<file path="src/rtl/mem_stage_lsu_if.sv">
// AXI4-Lite-style data-bus bundle between the MEM-stage LSU (master) and data memory (slave).
interface mem_stage_lsu_if #(
    parameter int DATA_WIDTH   = 32,
    parameter int WMASK_LENGTH = 4
);
    logic [DATA_WIDTH-1:0]   araddr;
    logic                    arvalid;
    logic                    arready;
    logic [DATA_WIDTH-1:0]   rdata;
    logic [1:0]              rresp;
    logic                    rvalid;
    logic                    rready;
    logic [DATA_WIDTH-1:0]   awaddr;
    logic                    awvalid;
    logic                    awready;
    logic [DATA_WIDTH-1:0]   wdata_o;
    logic [WMASK_LENGTH-1:0] wstrb;
    logic                    wvalid;
    logic                    wready;
    logic [1:0]              bresp;
    logic                    bvalid;
    logic                    bready;

    modport master (
        output araddr, arvalid, rready, awaddr, awvalid, wdata_o, wstrb, wvalid, bready,
        input  arready, rdata, rresp, rvalid, awready, wready, bresp, bvalid
    );

    modport slave (
        input  araddr, arvalid, rready, awaddr, awvalid, wdata_o, wstrb, wvalid, bready,
        output arready, rdata, rresp, rvalid, awready, wready, bresp, bvalid
    );
endinterface

</file>
<file path="src/rtl/mem_stage_lsu.sv">
// MEM-stage load/store unit: one data-bus transaction per instruction, extended load data out,
// and Mready back-pressure into EX/MEM while an access is outstanding.
module mem_stage_lsu #(
    parameter int DATA_WIDTH     = 32,
    parameter int WMASK_LENGTH   = 4,
    parameter int ROPCODE_LENGTH = 3
) (
    input  logic                      clk,
    input  logic                      resetn,
    input  logic                      in_valid,
    output logic                      in_ready,
    input  logic                      mem_read,
    input  logic                      mem_write,
    input  logic [WMASK_LENGTH-1:0]   wmask,
    input  logic [ROPCODE_LENGTH-1:0] ropcode,
    input  logic [DATA_WIDTH-1:0]     addr,
    input  logic [DATA_WIDTH-1:0]     wdata,
    mem_stage_lsu_if.master           bus,
    output logic                      out_valid,
    input  logic                      out_ready,
    output logic [DATA_WIDTH-1:0]     out_rdata,
    output logic                      out_err
);

    typedef enum logic [2:0] {
        StIdle,
        StRdAddr,
        StRdData,
        StWrReq,
        StWrResp,
        StDone
    } state_e;

    state_e                state_q, state_d;
    logic [DATA_WIDTH-1:0] rdata_q, rdata_d;
    logic                  err_q, err_d;
    logic                  aw_done_q, aw_done_d;
    logic                  w_done_q, w_done_d;

    // Load size decode; 011 and 11x fall through to word.
    logic ld_byte, ld_half, ld_word, ld_signed;
    assign ld_byte   = (ropcode[1:0] == 2'b00);
    assign ld_half   = (ropcode[1:0] == 2'b01);
    assign ld_word   = ~ld_byte & ~ld_half;
    assign ld_signed = ~ropcode[2];

    logic misaligned;
    assign misaligned =
        (mem_read  & ((ld_half & addr[0]) | (ld_word & (addr[1:0] != 2'b00)))) |
        (mem_write & (((wmask == 4'b0011) & addr[0]) |
                      ((wmask == 4'b1111) & (addr[1:0] != 2'b00))));

    logic [7:0]            rd_byte;
    logic [15:0]           rd_half;
    logic [DATA_WIDTH-1:0] load_data;
    assign rd_byte = bus.rdata[{addr[1:0], 3'b000} +: 8];
    assign rd_half = bus.rdata[{addr[1], 4'b0000} +: 16];

    always_comb begin
        load_data = bus.rdata;
        if (ld_byte) begin
            load_data = {{(DATA_WIDTH-8){ld_signed & rd_byte[7]}}, rd_byte};
        end else if (ld_half) begin
            load_data = {{(DATA_WIDTH-16){ld_signed & rd_half[15]}}, rd_half};
        end
    end

    // Upstream fields are held stable until the DONE handshake, so addresses/data are wired.
    assign bus.araddr  = {addr[DATA_WIDTH-1:2], 2'b00};
    assign bus.awaddr  = {addr[DATA_WIDTH-1:2], 2'b00};
    assign bus.wdata_o = wdata << {addr[1:0], 3'b000};
    assign bus.wstrb   = wmask << addr[1:0];

    assign in_ready  = ~in_valid | ((state_q == StDone) & out_ready);
    assign out_valid = (state_q == StDone);
    assign out_rdata = rdata_q;
    assign out_err   = err_q;

    always_comb begin
        state_d     = state_q;
        rdata_d     = rdata_q;
        err_d       = err_q;
        aw_done_d   = aw_done_q;
        w_done_d    = w_done_q;
        bus.arvalid = 1'b0;
        bus.rready  = 1'b0;
        bus.awvalid = 1'b0;
        bus.wvalid  = 1'b0;
        bus.bready  = 1'b0;

        unique case (state_q)
            StIdle: begin
                if (in_valid) begin
                    rdata_d   = '0;
                    err_d     = 1'b0;
                    aw_done_d = 1'b0;
                    w_done_d  = 1'b0;
                    if ((mem_read & mem_write) | misaligned) begin
                        err_d   = 1'b1;
                        state_d = StDone;
                    end else if (mem_read) begin
                        state_d = StRdAddr;
                    end else if (mem_write) begin
                        state_d = StWrReq;
                    end else begin
                        state_d = StDone;
                    end
                end
            end
            StRdAddr: begin
                bus.arvalid = 1'b1;
                if (bus.arready) state_d = StRdData;
            end
            StRdData: begin
                bus.rready = 1'b1;
                if (bus.rvalid) begin
                    rdata_d = load_data;
                    err_d   = (bus.rresp != 2'b00);
                    state_d = StDone;
                end
            end
            StWrReq: begin
                // AW and W complete independently; leave once both have handshaken.
                bus.awvalid = ~aw_done_q;
                bus.wvalid  = ~w_done_q;
                aw_done_d   = aw_done_q | bus.awready;
                w_done_d    = w_done_q | bus.wready;
                if (aw_done_d & w_done_d) state_d = StWrResp;
            end
            StWrResp: begin
                bus.bready = 1'b1;
                if (bus.bvalid) begin
                    rdata_d = '0;
                    err_d   = (bus.bresp != 2'b00);
                    state_d = StDone;
                end
            end
            StDone: begin
                if (out_ready) state_d = StIdle;
            end
            default: state_d = StIdle;
        endcase
    end

    always_ff @(posedge clk) begin
        if (!resetn) begin
            state_q   <= StIdle;
            rdata_q   <= '0;
            err_q     <= 1'b0;
            aw_done_q <= 1'b0;
            w_done_q  <= 1'b0;
        end else begin
            state_q   <= state_d;
            rdata_q   <= rdata_d;
            err_q     <= err_d;
            aw_done_q <= aw_done_d;
            w_done_q  <= w_done_d;
        end
    end

endmodule

</file>
<file path="src/flat_wrapper.sv">
// flat-port wrapper written by rule: the top's interface ports become plain ports
module mem_stage_lsu_flat 
#(
    parameter int DATA_WIDTH     = 32,
    parameter int WMASK_LENGTH   = 4,
    parameter int ROPCODE_LENGTH = 3
)
  (clk, resetn, in_valid, in_ready, mem_read, mem_write, wmask, ropcode, addr, wdata, out_valid, out_ready, out_rdata, out_err, bus_araddr, bus_arvalid, bus_rready, bus_awaddr, bus_awvalid, bus_wdata_o, bus_wstrb, bus_wvalid, bus_bready, bus_arready, bus_rdata, bus_rresp, bus_rvalid, bus_awready, bus_wready, bus_bresp, bus_bvalid);
  mem_stage_lsu_if #(.DATA_WIDTH(DATA_WIDTH), .WMASK_LENGTH(WMASK_LENGTH)) bus_i ();
  input  logic clk;
  input  logic resetn;
  input  logic in_valid;
  output logic in_ready;
  input  logic mem_read;
  input  logic mem_write;
  input  logic [WMASK_LENGTH-1:0] wmask;
  input  logic [ROPCODE_LENGTH-1:0] ropcode;
  input  logic [DATA_WIDTH-1:0] addr;
  input  logic [DATA_WIDTH-1:0] wdata;
  output logic out_valid;
  input  logic out_ready;
  output logic [DATA_WIDTH-1:0] out_rdata;
  output logic out_err;
  output wire logic [$bits(bus_i.araddr)-1:0] bus_araddr;
  output wire logic [$bits(bus_i.arvalid)-1:0] bus_arvalid;
  output wire logic [$bits(bus_i.rready)-1:0] bus_rready;
  output wire logic [$bits(bus_i.awaddr)-1:0] bus_awaddr;
  output wire logic [$bits(bus_i.awvalid)-1:0] bus_awvalid;
  output wire logic [$bits(bus_i.wdata_o)-1:0] bus_wdata_o;
  output wire logic [$bits(bus_i.wstrb)-1:0] bus_wstrb;
  output wire logic [$bits(bus_i.wvalid)-1:0] bus_wvalid;
  output wire logic [$bits(bus_i.bready)-1:0] bus_bready;
  input wire logic [$bits(bus_i.arready)-1:0] bus_arready;
  input wire logic [$bits(bus_i.rdata)-1:0] bus_rdata;
  input wire logic [$bits(bus_i.rresp)-1:0] bus_rresp;
  input wire logic [$bits(bus_i.rvalid)-1:0] bus_rvalid;
  input wire logic [$bits(bus_i.awready)-1:0] bus_awready;
  input wire logic [$bits(bus_i.wready)-1:0] bus_wready;
  input wire logic [$bits(bus_i.bresp)-1:0] bus_bresp;
  input wire logic [$bits(bus_i.bvalid)-1:0] bus_bvalid;
  assign bus_araddr = bus_i.araddr;
  assign bus_arvalid = bus_i.arvalid;
  assign bus_rready = bus_i.rready;
  assign bus_awaddr = bus_i.awaddr;
  assign bus_awvalid = bus_i.awvalid;
  assign bus_wdata_o = bus_i.wdata_o;
  assign bus_wstrb = bus_i.wstrb;
  assign bus_wvalid = bus_i.wvalid;
  assign bus_bready = bus_i.bready;
  assign bus_i.arready = bus_arready;
  assign bus_i.rdata = bus_rdata;
  assign bus_i.rresp = bus_rresp;
  assign bus_i.rvalid = bus_rvalid;
  assign bus_i.awready = bus_awready;
  assign bus_i.wready = bus_wready;
  assign bus_i.bresp = bus_bresp;
  assign bus_i.bvalid = bus_bvalid;
  mem_stage_lsu #(.DATA_WIDTH(DATA_WIDTH), .WMASK_LENGTH(WMASK_LENGTH), .ROPCODE_LENGTH(ROPCODE_LENGTH)) u_core (.clk(clk), .resetn(resetn), .in_valid(in_valid), .in_ready(in_ready), .mem_read(mem_read), .mem_write(mem_write), .wmask(wmask), .ropcode(ropcode), .addr(addr), .wdata(wdata), .bus(bus_i), .out_valid(out_valid), .out_ready(out_ready), .out_rdata(out_rdata), .out_err(out_err));
endmodule
</file>
<file path="config.mk">
export PLATFORM = sky130hd
export DESIGN_NAME = mem_stage_lsu_flat
export DESIGN_NICKNAME = d
export VERILOG_FILES = /design/src/rtl/mem_stage_lsu_if.sv /design/src/rtl/mem_stage_lsu.sv /design/src/flat_wrapper.sv
export SDC_FILE = /design/constraint.sdc
export NUM_CORES = 1
export LEC_CHECK = 0
export ABC_AREA = 1
export CAP_MARGIN = 15
export CORE_AREA = 3 3 98 100
export DETAILED_ROUTE_END_ITERATION = 10
export DIE_AREA = 0 0 101 103
export DONT_BUFFER_PORTS = 1
export PLACE_DENSITY_LB_ADDON = 0.1
export SYNTH_ARGS = -nofsm -noshare
export SYNTH_HDL_FRONTEND = slang
export SYNTH_SLANG_ARGS = --single-unit
</file>
<file path="constraint.sdc">
create_clock -name clk -period 1.8 [get_ports clk]
set_clock_uncertainty 0.15 [all_clocks]
set_input_delay 0.18 -clock clk [delete_from_list [all_inputs] [get_ports clk]]
set_output_delay 0.18 -clock clk [all_outputs]
set_load 0.005 [all_outputs]
</file>
# Word-level counts from Yosys, hierarchy flattened
# Index checks and enable logic that the tools add are counted.
[word_totals]
inputBits = 118
output_inout_bits = 140
reg_bits = 38
[op_classes]
bitwise_logic = 25
shifts = 4
n_eq_ne = 14
n_reduce_logical = 10
muxes = 29
[ops]
columns = ["cell", "count"]
rows = [
  ["$mux W32", 5],
  ["$pmux W32 S3", 1],
  ["$shiftx A32 B6 Y16", 1],
  ["$shiftx A32 B6 Y8", 1],
  ["$shl A32 B5 Y32", 1],
  ["$mux W3", 9],
  ["$pmux W3 S6", 1],
  ["$and A1 B1 Y1", 12],
  ["$mux W1", 10],
  ["$ne A2 B2 Y1 const B", 4],
  ["$reduce_bool A2 Y1", 4],
  ["$or A1 B1 Y1", 7],
  ["$eq A3 B2 Y1 const B", 2],
  ["$eq A3 B3 Y1 const B", 2],
  ["$not A1 Y1", 6],
  ["$reduce_and A6 Y1", 1],
  ["$eq A4 B2 Y1 const B", 1],
  ["$eq A4 B4 Y1 const B", 1],
  ["$ne A2 B1 Y1 const B", 2],
  ["$pmux W1 S2", 2],
  ["$reduce_and A4 Y1", 1],
  ["$shl A4 B2 Y4", 1],
  ["$eq A3 B1 Y1 const B", 1],
  ["$logic_not A3 Y1", 1],
  ["5 further kinds", 5],
]

# Logic depth before layout (Yosys ltp)
[depth]
depth_word = 11
mapped_depth = 10

# Worst setup path before layout
# Ideal clock, no wire load.
[synth_path]
path_type = "flip-flop to flip-flop"
startpoint = "register u_core.state_q[0]"
endpoint = "register u_core.rdata_q[0], in the netlist u_core.out_rdata[0]"
arrival_time_ns = 1.220
n_path_buf = 1
stages_incl_launch_ff = 9
setup_slack_ns = 0.298
path_cell_list = "dfxtp_1 -> nor2_2 -> nand3b_1 -> nand2_2 -> nor2_8 -> inv_4 -> buf_4 -> nand2_1 -> a21oi_1"
[synth_between]
elab_chain_len = 3
[synth_lines]
columns = ["item", "line", "text"]
rows = [
  ["start, declared", "mem_stage_lsu.sv:34", "state_e state_q, state_d;"],
  ["start signal, assigned", "mem_stage_lsu.sv:147", "state_q <= StIdle;"],
  ["start signal, assigned", "mem_stage_lsu.sv:153", "state_q <= state_d;"],
  ["$eq A3 B3 Y1 (tied with other cells)", "mem_stage_lsu.sv:91", "unique case (state_q)"],
  ["$ne A2 B2 Y1 (no source line) / $reduce_bool A3 Y1 (equally long branches)", "n/a", ""],
  ["$reduce_and A4 Y1 (no source line)", "n/a", ""],
  ["end signal, assigned", "mem_stage_lsu.sv:154", "rdata_q <= rdata_d;"],
  ["end, declared", "mem_stage_lsu.sv:35", "logic [DATA_WIDTH-1:0] rdata_q, rdata_d;"],
]
# Several ways; a longest one is shown, not always the timed one.
# A chain may end at the register's enable or synchronous reset.

# Final worst setup path
[layout_path]
startpoint = "register u_core.state_q[2]"
endpoint = "register u_core.rdata_q[31], in the netlist u_core.out_rdata[31]"
# The elaborated chain is that of the path after synthesis.

==> out/metrics.csv <==
metric,value,unit
status,"complete, no violations",
crit_slowest_cell,dfxtp_1,
min-delay-start,bus_rdata[28],
final_cell_mix,"nand2_1, a21oi_1, nor2_1, inv_1, dfxtp_1",
hold_end,u_core.out_rdata[12],
cp.required,1.82,ns
dp_slack,0.107,ns
min_path_cells,4,
grt_max_degree,50,
setup_violations,0,
die_x,101,um
crit_family,simple AND/OR/NAND/NOR gates,
synthToLayoutAreaGrowth,-4.58,%
dp_hpwl,8.71,mm
die-area,10400,um^2
synth_seq_cells,38,
hold_class,input port to flip-flop,
viasPerCell,5.48,
cts_setup_buffers,0,
synth_top_area_share,21.6,%
cts.path.max_buffers,2,
gp_congestion,0.874,
ir_drop,0.610,mV
power.total,3340,uW
clk_pin_slew_worst_paths,0.08,ns
synth_cell_types,31,
power.leakage,0.00149,uW
via_count,3466,
rrSetupSlack,0.15,ns
p_per_area,993,nW/um^2
path_cells,inv_2 -> nand4_1 -> nand2_1 -> nor2_8 -> inv_8 -> nand2_1 -> a21oi_1,
ys_top_cells_by_area,"dfxtp_1, nand2_1, buf_4, a21oi_1, nor2_1",
rr_worst_depth,7,
layout_commonest_cell,nand2_1,
finalHoldViolCount,0,
grt-ovfl-total,0,
cts.sinks,38,
worst_setup_path_start_kind,flip-flop,
clock.fmax,607,MHz
drv_cap,0,
num_rows,34,
synth_largest_area_cell,dfxtp_1,
synth_area,3520,um^2
io_buffers,0,
layout-drive-gt1-share,7.24,%
synth_warnings,0,
path_class,flip-flop to flip-flop,
drtIter0Drc,216,
start_util,40.2,%
num_antenna_cells,0,
min_period,1.65,ns
grt.total_usage,21.4,%
worst-path-stages,7,
crit_path_frequent_cell,nand2_1,
crit_path_end_kind,flip-flop,
post-route-period-util,91.5,%
postRouteAntennaNets,0,
crit_fanout,34,
drt_wl_total,11.4,mm
coreArea,8760,um^2
antenna_found_initial,0,
maxSlewViolCount,0,
critical_path_buf_inv_count,2,
setup_slack,0.153,ns
root_buffer,clkbuf_8,
io_pins,258,
multi_input_area,1910,um^2
seq_area_frac_synth,21.6,%
ff_latch_area,762,um^2
rr_startpoint,u_core.state_q[2],
nets,642,
ctsHtreeMaxLevel,2,
grt_setup_unrepaired,yes,
syn_area_per_cell,5.95,um^2
wl_per_cell,17.9,um
critPathMaxStageDelay,0.44,ns
cts_tree,done,
numCtsBuffers,5,
grt_pass1_vias,3295,
timing.rr.end,u_core.out_rdata[31],
die_y,103,um
firstDrtPassIters,4,
netlist_instances,592,
grt_pass1_wl,17.9,mm
clkLatencyLatePin,0.29,ns
nFillCells,987,
arrival,1.67,ns
drc,0,
-- power by group --
part           internal (uW)  leakage [uW]  switching [uW]
clock network            555     0.0000683             322
registers                955      0.000308             115
logic                    434       0.00112             957
total                   1940       0.00149            1390
-- state kept, by name (all words and copies together), names as in the netlist --
register          cells
u_core.aw_done_q      1
u_core.out_err        1
u_core.out_rdata     32
u_core.state_q        3
u_core.w_done_q       1
-- worst register-to-register path: cells and delay by family (launching register included) --
kind	cells	cell delay, ns
buffers and inverters	2	0.23
DFF	1	0.44
and+or+nand+nor	4	0.65
AOI/OAI and AO/OA	1	0.06
-- worst max-delay path by stage --
stage,startpoint,to
floorplan,u_core.state_q[0],u_core.out_rdata[0]
global placement,u_core.state_q[1],u_core.out_err
detailed placement,u_core.state_q[2],u_core.out_err
CTS,u_core.state_q[0],u_core.out_rdata[31]
global route,u_core.state_q[2],u_core.out_rdata[8]
finish,u_core.state_q[2],u_core.out_rdata[31]
-- final cells by class --
class / instances / area share, %
multi-input combinational: 405 / 56.8
sequential: 38 / 22.7
tap: 108 / 4.02
clock inverter: 3 / 2.05
timing repair buffer: 20 / 6.18
inverter: 54 / 6.25
clock buffer: 5 / 2.05
-- routing by layer --
metal / part of all wire [%] / up-vias / global-route usage, % / wire length [um]
met2: 45 / 149 / 34.0 / 5110
met3: 11 / 34 / 7.58 / 1230
met1: 41 / 1544 / 27.0 / 4700
met4: 2.7 / 0 / 7.46 / 310
met5: 0 / - / 0 / 0
li1: - / 1739 / - / -
-- cells by family (layout without fill, tap and decap cells) --
kind of cell / Yosys count / count (layout) / share of synthesized area, %
flops: 38 / 38 / 21.6
other cells: 1 / 4 / 0.106
simple gates: 257 / 257 / 31.6
buf+inv: 152 / 82 / 24.6
compound gates: 144 / 144 / 22.1
-- timing repair --
action | in CTS | in global routing
resized for setup | 0 | 4
hold buffers | 8 | 0
hold endpoints to repair | 8 | 0
setup endpoints to repair | 0 | 36
-- metrics by stage --
stage               setup TNS [ns]  instance area, um^2  hold WS [ns]  utilization, %  std cells
floorplan                        0                 3530         0.153               -        595
global placement                 0                 3130         0.166            35.8        617
detailed placement               0                 3130         0.167            35.8        617
CTS                              0                 3350        0.0191            38.2        633
global route              -0.00692                 3360        0.0375            38.3        633
finish                           0                 3360        0.0220            38.3        633
-- cell usage after synthesis (all sizes together) --
| library cell | number |
|---|---|
| a31oi | 1 |
| inv | 52 |
| or2 | 1 |
| nor2 | 56 |
| o21ai | 46 |
| nand2 | 148 |
| nand3b | 2 |
| dfxtp | 38 |
| buf | 87 |
| nand4 | 16 |
| o21a | 1 |
| clkinv | 2 |
| a21oi | 78 |
| o32ai | 8 |
| clkbuf | 11 |
| a22oi | 9 |
| o22ai | 1 |
| nor3 | 3 |
| nand3 | 31 |
| conb | 1 |
Note: power is estimated with default switching activity, not from simulation.
